==> src/rtl/uart_tx.sv <==
// UART transmitter: byte FIFO behind a valid/ready handshake feeding a serialiser
// that emits start, 8 data bits LSB-first, optional parity and 1 or 2 stop bits.
module uart_tx #(
  parameter int unsigned CLKS_PER_BIT = 16,
  parameter int unsigned FIFO_DEPTH   = 4,
  parameter int unsigned PARITY       = 0,
  parameter int unsigned STOP_BITS    = 1
) (
  input  logic                          clk,
  input  logic                          reset,
  input  logic                          i_tx_valid,
  input  logic [7:0]                    i_tx_byte,
  output logic                          o_tx_ready,
  output logic                          o_tx_serial,
  output logic                          o_tx_active,
  output logic                          o_tx_done,
  output logic [$clog2(FIFO_DEPTH):0]   o_fifo_count
);

  localparam int unsigned PtrW = $clog2(FIFO_DEPTH);
  localparam int unsigned CntW = PtrW + 1;
  localparam logic [15:0] BitEnd   = 16'(CLKS_PER_BIT - 1);
  localparam logic [2:0]  StopLast = 3'(STOP_BITS - 1);
  localparam logic [CntW-1:0] Full = CntW'(FIFO_DEPTH);

  typedef enum logic [2:0] {StIdle, StStart, StData, StParity, StStop} state_e;

  // FIFO state
  logic [7:0]      mem_q [FIFO_DEPTH];
  logic [PtrW-1:0] wr_ptr_q, wr_ptr_d;
  logic [PtrW-1:0] rd_ptr_q, rd_ptr_d;
  logic [CntW-1:0] count_q, count_d;
  logic            ready_q, ready_d;
  logic            push, pop;

  // Serialiser state
  state_e     state_q, state_d;
  logic [15:0] cnt_q, cnt_d;
  logic [2:0]  bit_idx_q, bit_idx_d;
  logic [7:0]  shift_q, shift_d;
  logic        serial_q, serial_d;
  logic        active_q, active_d;
  logic        done_q, done_d;
  logic        bit_end;
  logic        frame_end;
  logic        par_bit;

  // Handshake uses the registered ready, so i_tx_valid never feeds back into o_tx_ready.
  assign push = i_tx_valid & ready_q;

  // FIFO pointer, occupancy and ready next-state
  always_comb begin
    wr_ptr_d = wr_ptr_q;
    rd_ptr_d = rd_ptr_q;
    count_d  = count_q;
    if (push) wr_ptr_d = wr_ptr_q + PtrW'(1);
    if (pop)  rd_ptr_d = rd_ptr_q + PtrW'(1);
    if (push && !pop)      count_d = count_q + CntW'(1);
    else if (!push && pop) count_d = count_q - CntW'(1);
    ready_d = (count_d != Full);
  end

  // FIFO storage and pointers
  always_ff @(posedge clk or negedge reset) begin
    if (!reset) begin
      for (int i = 0; i < int'(FIFO_DEPTH); i++) mem_q[i] <= 8'h00;
      wr_ptr_q <= '0;
      rd_ptr_q <= '0;
      count_q  <= '0;
      ready_q  <= 1'b1;
    end else begin
      if (push) mem_q[wr_ptr_q] <= i_tx_byte;
      wr_ptr_q <= wr_ptr_d;
      rd_ptr_q <= rd_ptr_d;
      count_q  <= count_d;
      ready_q  <= ready_d;
    end
  end

  assign bit_end = (cnt_q == BitEnd);
  assign par_bit = (PARITY == 2) ? (^shift_q) : ~(^shift_q);

  // Serialiser next-state; outputs are derived from the current state and registered,
  // so the line lags the state register by one cycle uniformly.
  always_comb begin
    state_d   = state_q;
    cnt_d     = cnt_q;
    bit_idx_d = bit_idx_q;
    shift_d   = shift_q;
    pop       = 1'b0;
    frame_end = 1'b0;
    case (state_q)
      StIdle: begin
        if (count_q != '0) begin
          pop       = 1'b1;
          shift_d   = mem_q[rd_ptr_q];
          cnt_d     = '0;
          bit_idx_d = '0;
          state_d   = StStart;
        end
      end
      StStart: begin
        if (bit_end) begin
          cnt_d     = '0;
          bit_idx_d = '0;
          state_d   = StData;
        end else begin
          cnt_d = cnt_q + 16'd1;
        end
      end
      StData: begin
        if (bit_end) begin
          cnt_d = '0;
          if (bit_idx_q == 3'd7) begin
            bit_idx_d = '0;
            state_d   = (PARITY != 0) ? StParity : StStop;
          end else begin
            bit_idx_d = bit_idx_q + 3'd1;
          end
        end else begin
          cnt_d = cnt_q + 16'd1;
        end
      end
      StParity: begin
        if (bit_end) begin
          cnt_d     = '0;
          bit_idx_d = '0;
          state_d   = StStop;
        end else begin
          cnt_d = cnt_q + 16'd1;
        end
      end
      StStop: begin
        if (bit_end) begin
          cnt_d = '0;
          if (bit_idx_q == StopLast) begin
            frame_end = 1'b1;
            bit_idx_d = '0;
            // Back-to-back frames: reload straight into START with no idle cycle.
            if (count_q != '0) begin
              pop     = 1'b1;
              shift_d = mem_q[rd_ptr_q];
              state_d = StStart;
            end else begin
              state_d = StIdle;
            end
          end else begin
            bit_idx_d = bit_idx_q + 3'd1;
          end
        end else begin
          cnt_d = cnt_q + 16'd1;
        end
      end
      default: state_d = StIdle;
    endcase
  end

  // Registered line, activity and done outputs
  always_comb begin
    serial_d = 1'b1;
    case (state_q)
      StStart:  serial_d = 1'b0;
      StData:   serial_d = shift_q[bit_idx_q];
      StParity: serial_d = par_bit;
      default:  serial_d = 1'b1;
    endcase
    active_d = (state_q != StIdle);
    done_d   = frame_end;
  end

  // Serialiser state machine and its output flops
  always_ff @(posedge clk or negedge reset) begin
    if (!reset) begin
      state_q   <= StIdle;
      cnt_q     <= '0;
      bit_idx_q <= '0;
      shift_q   <= '0;
      serial_q  <= 1'b1;
      active_q  <= 1'b0;
      done_q    <= 1'b0;
    end else begin
      state_q   <= state_d;
      cnt_q     <= cnt_d;
      bit_idx_q <= bit_idx_d;
      shift_q   <= shift_d;
      serial_q  <= serial_d;
      active_q  <= active_d;
      done_q    <= done_d;
    end
  end

  assign o_tx_ready   = ready_q;
  assign o_tx_serial  = serial_q;
  assign o_tx_active  = active_q;
  assign o_tx_done    = done_q;
  assign o_fifo_count = count_q;

endmodule

==> config.mk <==
export PLATFORM = sky130hd
export DESIGN_NAME = uart_tx
export DESIGN_NICKNAME = d
export VERILOG_FILES = /design/src/rtl/uart_tx.sv
export SDC_FILE = /design/constraint.sdc
export NUM_CORES = 1
export LEC_CHECK = 0
export CORE_ASPECT_RATIO = 1.75
export CORE_MARGIN = 3
export CORE_UTILIZATION = 40
export CTS_CLUSTER_SIZE = 8
export DETAILED_ROUTE_END_ITERATION = 8
export DONT_BUFFER_PORTS = 1
export PLACE_DENSITY = 0.65
export SYNTH_ARGS = -nofsm -noshare
export SYNTH_HDL_FRONTEND = slang
export SYNTH_SLANG_ARGS = --single-unit
==> constraint.sdc <==
create_clock -name clk -period 5.3 [get_ports clk]
set_input_delay 1.06 -clock clk [delete_from_list [all_inputs] [get_ports clk]]
set_output_delay 1.06 -clock clk [all_outputs]
set_load 0.02 [all_outputs]
After elaboration in Yosys (flattened, before gate mapping)
Cells that the tools add are included.
- add/sub/neg operators: 6
- multipliers: 0
- divide/modulo/power cells: 0
- magnitude comparators: 4
- eq/ne operators: 15
- shift-type cells: 0
- multiplexer cells: 41
- bitwise logic cells: 4
- reductions and logical operators: 19
- operator list (kind ; number):
    $mux 8 ; 6
    $mux 3 ; 15
    $bwmux 32 ; 1
    $mux 16 ; 2
    $pmux 16 s2 ; 1
    $add 16x1->16 const B ; 1
    $bmux 8 s2 ; 1
    $demux 8 s2 ; 1
    $eq 16x4->1 const B ; 1
    $pmux 8 s2 ; 1
    $pmux 3 s5 ; 1
    $ne 2x2->1 const B ; 7
    $pmux 3 s4 ; 1
    $mux 1 ; 8
    $reduce_xor 8->1 ; 1
    $reduce_and 7->1 ; 1
    $add 3x1->3 const B ; 2
    $eq 3x2->1 const B ; 2
    $eq 3x3->1 const B ; 2
    $ge 3x3->1 const B ; 2
    $logic_not 3->1 ; 2
    $not 2->3 ; 2
    $reduce_bool 3->1 ; 2
    $reduce_and 5->1 ; 1
    other kinds (20) ; 25
- bits in registers: 73
- bits in latches: 0
- bits in writable memories: 0
- memory bits (read-only): 0
- input bits: 11
- memories: 0

Depth between registers and ports, before layout
- depth in word-level cells: 9
- gate-level depth with buffers: 8
- gate-level depth less buffers: 7

Least setup slack after synthesis
No wires, ideal clock.
- kind: in2reg
- start: input port i_tx_valid
- end: register mem_q[0] (netlist name)
- setup time: 0.125 ns
- data arrival time: 1.984 ns
- setup slack: 3.191 ns
- cell stages on the path: 4
- path buffers: 1
- cells stage by stage: and2_1 clkbuf_1 nand2_1 mux2_2
- longest elaborated chain between the ends: 1
- RTL lines (element ; line ; source):
    start, declared ; 11 ; input logic i_tx_valid,
    $and 1x1->1 ; 49 ; assign push = i_tx_valid & ready_q;
    end signal, assigned by index ; 72 ; if (push) mem_q[wr_ptr_q] <= i_tx_byte;
    end, declared ; 29 ; logic [7:0] mem_q [FIFO_DEPTH];
No other way between the ends.
A chain may end at the register's enable or synchronous reset.

Worst setup path after layout
- start: register count_q[0], in the netlist o_fifo_count[0]
- end: register shift_q[2]
- longest elaborated chain between the ends: 5
- RTL lines (element ; line ; source):
    start, declared ; 32 ; logic [CntW-1:0] count_q, count_d;
    start signal, assigned ; 75 ; count_q <= count_d;
    $reduce_bool 3->1 * ; 94, 140 ;
    $mux 8 * ; n/a ;
    $mux 8 (2 in a row) ; n/a ;
    $pmux 8 s2 * ; n/a ;
    end signal, assigned ; 185 ; shift_q <= shift_d;
    end, declared ; 40 ; logic [7:0] shift_q, shift_d;
Mark *: on every way between the ends. The rest lies on a longest branch, timed or not. The select of a mux whose other input is x is not followed.

==> results by group <==
Cells and area
  – Layout Cells excl Fill: roughly 420
  – Final cell utilization of the core: between 40% and 50%
  – Filler Cell Count: around 800
  – Share of cells above drive strength 1: around a quarter
  – Layout Nets: roughly 320
  – Antenna fix cells: 0
  – Area growth syn-to-layout: 11.4%

Synth
  – Post-Synth Simple-Gate Area: a little under an eighth
  – Adder-Cell Fraction of Synth Area: 3.99%
  – Share of synthesized flip-flops with an asynchronous set or reset: 100%
  – XOR/XNOR Fraction of Synth Area: under 10%
  – Synth Area per Inst: about 12 µm²
  – Seq cells post-synth: 73
  – Mapped Area: roughly 0.0037 mm²
  – Distinct cells, synth: 52
  – Post-synth top area share: 48.0%
  – Largest family of logic cells by synthesized area: multiplexers
  – EDFF count, synth: 0
  – Register area share after synthesis: 49.4%
  – Synth Net Count: 321
  – Synth Area in Compound Gates: about a tenth
  – Synth area leaders: dfrtp_1 (48%), mux2_2 (13%), mux4_2 (6.1%)
  – Multiplexer share of the synthesized area: 19.4%
  – Top_reg_cell synth: dfrtp_1
  – Count leader, synth: dfrtp_1
  – Largest area contributor in the netlist: dfrtp_1
  – YS warnings: 0
  – Most frequent cells after synthesis: dfrtp_1 (71), mux2_2 (43), nand2_1 (15), o21ai_0 (15), xnor2_1 (13)
  – Cells after Synth: 299

Placement
  – Worst slack, placed: 2970 ps
  – Cell count after placement: approximately 410
  – Port bufs: 0
  – RD Place Congestion: roughly 0.84
  – DP Wirelength: 4910 µm

CTS
  – H-tree depth: 3
  – CTS tree: built
  – Clk sinks: 73
  – Post-CTS Setup Inserts: 0
  – Cts hold-fix bufs: 0
  – Max clock buf depth: 2
  – Clock latency on the worst-skew pair: 330 ps
  – Root cell of the clock tree: clkbuf_16
  – CTS buffer count: 9
  – Clock slew at reported path FFs: 60 ps
  – Post_cts resized: 0

Drt
  – Post-DRT Antenna Nets: 0
  – Post-Route WL: 6910 µm
  – Initial DRC count: 81
  – Via-per-instance ratio: between 5 and 6
  – Vias: around 2400
  – DRC Markers: 0
  – Pre-antenna DRT Iters: 4
  – DR WL/cell: 16.3 µm

Timing
  – Setup TNS: 0 ps
  – Min cycle time layout: 2310 ps
  – Post-route setup slack: 2990 ps
  – Unrepaired setup endpoints after global routing: false
  – Least-Margin Pin Slew: about 630 ps
  – Max Freq: 432 MHz
  – Final-report setup violation count: 0
  – Max-slew headroom: 57.6%
  – Hold Violations, Final: 0
  – Final cycle utilization of the critical path: 43.6%
  – Slew Viols, Final: 0
  – Layout Skew: 4.10 ps

Floorplan
  – Core area: 0.00884 mm²
  – Die area: 0.0105 mm²
  – Initial Util: around two fifths
  – Site row count: 45
  – Ports: 18
  – Die W: 78.7 µm
  – Die Height: 133 µm

Flow run
  – Max cap viols: 0

Pwr
  – PwrDens: 453 mW/mm²
  – Maximum VDD drop: 0.000287 V
  – Logic pwr share: 20.8%
  – Clock power frac: between 30 and 40%
  – Switching Share: 27.1%
  – Sequential share of power: 43.8%
  – LEAKAGE: 0.00180 µW
  – Switching power: 506 µW
  – Internal cell power: 1360 µW

Critical path
  – Cell-by-cell trace of the critical path: inv_1, ha_1, nand2b_1, nand3_1, o21ai_4, mux2_2
  – Slowest-stage cell, CP: dfrtp_1
  – Crit Path Class: register to register
  – CP max stage delay: roughly 560 ps
  – WP data arrival: 2530 ps
  – CP Max Fanout: 17
  – Nature of the critical path endpoint: register
  – Delay-heaviest family, CP: flip-flops
  – Worst Setup Start Kind: register
  – WP data required: between 5000 and 6000 ps
  – CP bufs+invs: 1

GRT
  – GR peak layer: met2
  – Vias in the first global route: around 2500
  – Initial antenna violation count: 0
  – Pin count of the biggest net entering global routing: 74
  – Met2 usage: about a quarter
  – Total GRT Usage: ~15%
  – Grt met1 use: 15.2%
  – Met3 Use GR: 4.47%
  – Grt ovf: 0
  – Global-route wire length before repair: approximately 12000 µm

Min path
  – Hold Crit Class: input pin to async pin

Status
  – Outcome: completed
power groups by stage:
stage / logic (µW) / registers (µW) / clock network, µW
2_1_floorplan: 335 / 797 / 0
5_1_grt: 430 / 835 / 702
3_5_place_dp: 393 / 828 / 0
3_3_place_gp: 380 / 816 / 0
6_report: 388 / 817 / 662
4_1_cts: 396 / 818 / 679
per-layer routing:
layer  up-vias  part of all wire [%]
li1       1111                     -
met1      1215                    39
met2        36                    55
met3        17                   3.1
met4         0                   3.2
met5         -                     0
flip-flops by register name, summed over array words and instances, names as in the netlist:
name / count
mem_q: 32
cnt_q: 16
shift_q: 8
bit_idx_q: 3
o_fifo_count: 3
state_q: 3
rd_ptr_q: 2
wr_ptr_q: 2
o_tx_active: 1
o_tx_done: 1
o_tx_ready: 1
o_tx_serial: 1
final timing paths:
path / slack [ps] / endpoint / cells after the start / from
setup / recovery: 2990 / shift_q[2] / 6 / o_fifo_count[0]
hold / removal: 420 / o_tx_active / 0 / reset
setup reg to reg: 2990 / shift_q[2] / 6 / o_fifo_count[0]
hold reg to reg: 500 / mem_q[14] / 1 / mem_q[14]
max in group asynchronous: 4680 / o_tx_ready / 0 / reset
min in group clk: 500 / mem_q[14] / 1 / mem_q[14]
layout by cell type, fill, tap and decap left out, types with 2 or more instances in the layout:
master | Yosys | layout
and2_1 | 3 | 3
nand2_1 | 15 | 15
o21ai_0 | 15 | 15
inv_6 | 0 | 2
inv_1 | 8 | 8
clkinv_4 | 0 | 2
dfrtp_1 | 71 | 71
bufinv_16 | 0 | 2
a21o_1 | 6 | 6
and3_1 | 10 | 10
mux2_2 | 43 | 43
xor2_1 | 3 | 3
dfstp_2 | 2 | 2
mux4_2 | 10 | 10
nor2_1 | 12 | 12
nor4_2 | 3 | 3
nand3_1 | 9 | 9
o22ai_1 | 2 | 2
a21oi_1 | 6 | 6
xnor2_1 | 13 | 13
clkbuf_16 | 0 | 9
nand2b_1 | 5 | 5
a22o_1 | 3 | 3
ha_1 | 11 | 11
nor3b_1 | 2 | 2
nor3_1 | 4 | 4
o31ai_1 | 5 | 5
nand4_1 | 3 | 3
a31oi_1 | 4 | 4
layout make-up:
type	instances	area, µm²	area share (%)
Inverter	8	30.0	0.728
Clock inverter	7	103	2.49
Clock buffer	9	225	5.46
Tap cell	117	146	3.55
Multi-Input combinational cell	209	1790	43.4
Sequential cell	73	1830	44.4
worst reg2reg max path: cells and delay by family (launching register included):
kind | cells | cell delay [ps]
DFF | 1 | 560
muxes | 1 | 400
adders and majority gates | 1 | 220
buffers and inverters | 1 | 140
AOI/OAI and AO/OA | 1 | 470
and+or+nand+nor | 2 | 420
metrics by stage:
| stage | cell area (µm²) | power (µW) | hold WS [ps] |
|---|---|---|---|
| finish | 4120 | 1870 | 418 |
| global route | 4120 | 1970 | 395 |
| CTS | 4120 | 1890 | 398 |
| global placement | 3800 | 1200 | 482 |
| floorplan | 3700 | 1130 | 474 |
| detailed placement | 3800 | 1220 | 490 |
logic make-up after synthesis:
logic type / after synthesis
AOI/OAI and AO/OA: 52
xor gates and xnor gates: 16
adders and majority gates: 12
buffers and inverters: 17
DFF: 73
muxes: 54
and+or+nand+nor: 75
(Power assumes the default switching activity.)
